<file path="config.mk">
export PLATFORM = sky130hd
export DESIGN_NAME = rx_seq_os_detect
export DESIGN_NICKNAME = d
export VERILOG_FILES = /design/src/rtl/rx_seq_os_detect.sv
export SDC_FILE = /design/constraint.sdc
export NUM_CORES = 1
export LEC_CHECK = 0
export ABC_AREA = 1
export CAP_MARGIN = 20
export CORE_ASPECT_RATIO = 0.7
export CORE_UTILIZATION = 68
export DETAILED_ROUTE_END_ITERATION = 10
export DONT_BUFFER_PORTS = 1
export PLACE_DENSITY = 0.84
export SYNTH_ARGS = -nofsm -noshare
export SYNTH_HDL_FRONTEND = slang
export SYNTH_SLANG_ARGS = --single-unit
</file>
<file path="constraint.sdc">
create_clock -name rxclk_2x -period 4 [get_ports rxclk_2x]
set_input_delay 0.2 -clock rxclk_2x [delete_from_list [all_inputs] [get_ports rxclk_2x]]
set_output_delay 0.2 -clock rxclk_2x [all_outputs]
set_load 0.02 [all_outputs]
</file>
<file path="src/rtl/rx_seq_os_detect.sv">
// rx_seq_os_detect: flags XGMII local/remote/reserved sequence columns, counts them, and reports recent sequence activity.
module rx_seq_os_detect #(
  parameter int CNT_W        = 16,
  parameter int TIMEOUT_COLS = 128
) (
  input  logic             rxclk_2x,
  input  logic             reset_n,
  input  logic [31:0]      rxd,
  input  logic [3:0]       rxc,
  input  logic             col_valid,
  input  logic             cnt_clear,
  output logic             local_fault,
  output logic             remote_fault,
  output logic             seq_reserved,
  output logic             seq_active,
  output logic [CNT_W-1:0] local_cnt,
  output logic [CNT_W-1:0] remote_cnt,
  output logic [CNT_W-1:0] reserved_cnt
);
  localparam int IW = $clog2(TIMEOUT_COLS) + 1;
  localparam logic [IW-1:0] DROP_AT = IW'(TIMEOUT_COLS - 2);
  typedef enum logic {QUIET, ACTIVE} state_t;
  state_t state;
  logic [IW-1:0] idle_cnt;
  logic [31:0] d1;
  logic [3:0] c1;
  logic v1, seq, is_loc, is_rem, is_res;
  assign seq    = c1 == 4'b0001 && d1[23:0] == 24'h00009C;
  assign is_loc = seq && d1[31:24] == 8'h01;
  assign is_rem = seq && d1[31:24] == 8'h02;
  assign is_res = seq && !is_loc && !is_rem;
  assign seq_active = state == ACTIVE;
  always_ff @(posedge rxclk_2x or negedge reset_n) begin
    if (!reset_n) begin
      d1           <= '0;
      c1           <= '0;
      v1           <= 1'b0;
      local_fault  <= 1'b0;
      remote_fault <= 1'b0;
      seq_reserved <= 1'b0;
      local_cnt    <= '0;
      remote_cnt   <= '0;
      reserved_cnt <= '0;
      state        <= QUIET;
      idle_cnt     <= '0;
    end else begin
      d1 <= rxd;
      c1 <= rxc;
      v1 <= col_valid;
      if (v1) begin
        local_fault  <= is_loc;
        remote_fault <= is_rem;
        seq_reserved <= is_res;
      end
      local_cnt    <= cnt_clear ? '0 : local_cnt + CNT_W'(v1 && is_loc && !(&local_cnt));
      remote_cnt   <= cnt_clear ? '0 : remote_cnt + CNT_W'(v1 && is_rem && !(&remote_cnt));
      reserved_cnt <= cnt_clear ? '0 : reserved_cnt + CNT_W'(v1 && is_res && !(&reserved_cnt));
      // idle_cnt about to reach TIMEOUT_COLS-1 means this idle column ends the active window
      if (v1 && seq) begin
        state    <= ACTIVE;
        idle_cnt <= '0;
      end else if (v1 && state == ACTIVE) begin
        state    <= idle_cnt == DROP_AT ? QUIET : ACTIVE;
        idle_cnt <= idle_cnt == DROP_AT ? '0 : idle_cnt + 1'b1;
      end
    end
  end
endmodule

</file>
Word level (Yosys, flattened, before mapping)
Index checks and enable logic that the tools add are counted.
{"block": "classes", "n_addsub": 4, "eq_ne": 5, "mux": 9, "reduce_logical": 22}
{"operator": "$add A16 B1 Y16", "count": 3}
{"operator": "$mux W16", "count": 3}
{"operator": "$reduce_and A16 Y1", "count": 3}
{"operator": "$eq A24 B8 Y1 const B", "count": 1}
{"operator": "$mux W8", "count": 3}
{"operator": "$logic_and A1 B1 Y1", "count": 13}
{"operator": "$add A8 B1 Y8 const B", "count": 1}
{"operator": "$eq A8 B1 Y1 const B", "count": 1}
{"operator": "$eq A8 B2 Y1 const B", "count": 1}
{"operator": "$eq A8 B7 Y1 const B", "count": 1}
{"operator": "$logic_not A1 Y1", "count": 5}
{"operator": "$eq A4 B1 Y1 const B", "count": 1}
{"operator": "$mux W1", "count": 3}
{"operator": "$reduce_bool A2 Y1", "count": 1}
{"block": "totals", "register_bits": 97, "input_bits": 40, "out_inout_bits": 52, "word_cells": 51}

Longest topological paths before layout
{"block": "depth", "depth_word": 10, "mapped_depth": 16, "ltp_nobuf": 16}

Least setup slack after synthesis
No wires, ideal clock.
{"block": "synth_path", "path_type": "register to register", "from": "reg local_cnt[7]", "to": "reg local_cnt[14]", "setup_time_ns": 0.132, "arrival_ns": 1.862, "required_ns": 3.868, "slack_ns": 2.006, "stages_incl_launch_ff": 14, "path_buffers": 0, "synth_period_minus_slack_ns": 1.994, "path_cell_list": "dfrtp_1 > nand2_1 > nor3_2 > nand4_1 > nor3_1 > nor2_1 > ha_1 > nand2_1 > nor2_2 > nand2_1 > inv_2 > nand3_1 > xor2_1 > nor2_1"}
{"block": "synth_via", "elab_chain_cells": 5}
{"item": "start, declared", "line_no": "16", "source": "output logic [CNT_W-1:0] local_cnt,"}
{"item": "start signal, assigned", "line_no": "55", "source": "local_cnt <= cnt_clear ? '0 : local_cnt + CNT_W'(v1 && is_loc && !(&local_cnt));"}
{"item": "$reduce_and A16 Y1", "line_no": "55"}
{"item": "$logic_not A1 Y1", "line_no": "55"}
{"item": "$logic_and A1 B1 Y1", "line_no": "55"}
{"item": "$add A16 B1 Y16 *", "line_no": "55"}
{"item": "$mux W16 *", "line_no": "55"}
Every way passes the cells marked *; elsewhere a longest branch is shown, timed or not.
A chain may end at the register's enable or synchronous reset.

Final worst setup path
{"block": "layout_path", "from": "reg d1[29]", "to": "reg local_cnt[9]"}
{"block": "layout_via", "elab_chain_cells": 6}
{"item": "start, declared", "line_no": "25", "source": "logic [31:0] d1;"}
{"item": "start signal, assigned", "line_no": "47", "source": "d1 <= rxd;"}
{"item": "$eq A8 B1 Y1", "line_no": "29", "source": "assign is_loc = seq && d1[31:24] == 8'h01;"}
{"item": "$logic_and A1 B1 Y1", "line_no": "29"}
{"item": "$logic_and A1 B1 Y1 (2 in series)", "line_no": "55"}
{"item": "$add A16 B1 Y16", "line_no": "55"}
{"item": "$mux W16", "line_no": "55"}
Every way passes these cells.

==> metrics.txt <==
run status=complete, no violations; sequential share of the synthesized area=a little over half; #FFs+latches synth=97; Hold WS=between 0.04 and 0.05 ns; RSZ-0062 raised after global routing=no; share of cells above drive strength 1=slightly below 8%; max-slew violation count=0; Global Route Usage Sum=approximately a third; FF/Latch Area=about 0.0024 sq mm; R2R setup slack=between 1 and 1.5 ns; Achievable Freq=between 300 and 400 MHz; Synth top area share=between 50 and 60%; Crit Path Max Fanout=3; hpwl dp=approximately 6600 um; FILL cells=383; Clock Skew=approximately 0.013 ns; drt drc=0; synth top area cells=dfrtp_1, nand2_1, nor2_1, inv_1, nand3_1; min-delay worst type=input port to flop; # IOs=92; Arr. time, crit path=approximately 2.8 ns; Worst Max-Slew Pin Slew=0.8901 ns; yosys warns=0; Worst Hold Depth=3; diode count=0; H-tree depth=3; Required @ worst endpoint=between 4 and 5 ns; Syn Nets=~580; setup TNS=0 ns; routability cong.=0.8380; post-CTS sizing=0; Inst Count DP=~600; 1st-iter DRT viols=between 300 and 400; GR Overflow Total=0; PD cells=around 330 mW/mm^2; final wirelength=between 10000 and 15000 um; clk buf depth=2; synth unique cells=32; Final #Nets=622; worst skew pair latency=about 0.36 ns; minimum clock period=around 2.6 ns; Post-CTS Setup Bufs=0; Setup Crit Path Kind=flop to flop; Mapped Area=around 0.0045 sq mm; Pleak=around 2.5 nW; # hold bufs at CTS=40; R2R depth=13; CTS tree=yes; most used routing layer in global routing=met2; GR Layer Usage met1=between 40% and 50%; vias in the first global route=roughly 3700; most used flip-flop cell after synthesis=dfrtp_1; Cell Rows=24; die area=0.006959 sq mm; commonest cells in the netlist=nand2_1, dfrtp_1, nor2_1; met3 usage=10.01%; Post-DRT Antenna Nets=0; max_cap viols=0; Initial Util=between 70% and 80%; root buf cell=clkbuf_8; antenna violations before repair=0; largest net degree at the start of global routing=98; Final Hold Viols=0; TritonCTS buffer count=9; Post-Syn Instances=~530; count leader, synth=nand2_1; vias per cell=~5.7; Die W=between 90 and 100 um; Pre-antenna DRT Iters=5; slew margin rel.=between 40% and 50%; # clock sinks=a little under 100; area occupied by multi-input gates=0.001758 sq mm; overall power=roughly 1.7 mW; Worst setup EP type=flop; Post-synth EDFFs=0; Finished Layout Cells=657; die height=70.10 um; Final setup violation count=0; PortBufs=0; core area=0.006306 sq mm; Tcrit/Tclk final=between 60% and 70%; area grow syn2layout=15.39%; first-pass GRT wire length=around 18000 um; syn avg cell area=~8.5 sq um; Async SR Flop Fraction=between 90% and 100%; fin util=between 80% and 90%; drt wl/cell=16.04 um; Setup crit start kind=flop; via count=approximately 3700; met2 Usage GRT=a little over half; Yosys top cell by area=dfrtp_1; Worst VDD drop=0.3463 mV; Clk pin slew, worst setup/hold paths=0.09 ns
-- state kept, by name, indices dropped and copies added (netlist names) --
register / cells
c1: 4
d1: 32
idle_cnt: 8
local_cnt: 16
local_fault: 1
remote_cnt: 16
remote_fault: 1
reserved_cnt: 16
seq_active: 1
seq_reserved: 1
v1: 1
-- final timing paths --
path / from / end
min reg2reg: idle_cnt[7] / idle_cnt[7]
max: d1[29] / local_cnt[9]
min: cnt_clear / reserved_cnt[7]
min in group asynchronous: reset_n / local_cnt[2]
max in group asynchronous: reset_n / local_cnt[3]
max reg2reg: d1[29] / local_cnt[9]
-- through the flow --
stage	cell area (sq um)	setup WS, ns
floorplan	4504	2.006
global placement	4576	1.724
detailed placement	4576	1.597
CTS	5197	1.584
global route	5197	1.191
finish	5197	1.415
-- area by class of cell --
| class | instances | share of cell area (%) |
|---|---|---|
| sequential | 97 | 46.70 |
| timing repair buffer | 40 | 8.040 |
| clock inverter | 5 | 1.204 |
| multi-input combinational | 348 | 33.82 |
| inverter | 78 | 5.633 |
| tap | 78 | 1.878 |
| clock buffer | 11 | 2.720 |
-- where the power goes --
group | internal, mW | switching [mW]
logic | 0.0369 | 0.0490
registers | 0.999 | 0.00852
clock network | 0.310 | 0.337
-- cell usage in the layout, fill, tap and decap left out, types with 10 or more instances in the layout --
cell type,Yosys,routed
a21oi_1,21,21
clkbuf_8,0,10
dfrtp_1,97,97
dlygate4sd3_1,0,39
inv_1,74,74
nand2_1,109,109
nand3_1,36,36
nand4_1,16,16
nor2_1,76,76
o21ai_0,26,26
-- logic make-up (layout without fill, tap and decap cells) --
logic type      count (synthesis)  in the layout  synth area share [%]
fa+ha+maj                       8              8                 2.222
simple gates                  275            275                 28.47
flops                          97             97                 53.89
xor+xnor                        9              9                 1.750
compound gates                 56             56                 6.583
buf+inv                        84            134                 7.083
-- metal layers --
layer | part of all wire (%) | routed length [um] | vias to the layer above
met3 | 8.3 | 879 | 23
met2 | 48 | 5071 | 162
met5 | 0 | 0 | -
li1 | - | - | 1771
met4 | 2.3 | 240 | 0
met1 | 41 | 4345 | 1763
-- worst max-delay path, cell delays in order (launching register included) --
cell and delay (ns):
dfrtp_1 0.37, nor2_1 0.10, nand2_1 0.05, nor3_1 0.38, nand4_1 0.23, nor2_1 0.20, ha_1 0.17, nand2_1 0.09
nor2_2 0.17, nand2_1 0.11, nor2_2 0.16, nand2_1 0.13, o21ai_0 0.23, a21oi_1 0.08
Note: power is estimated with default switching activity, not from simulation.
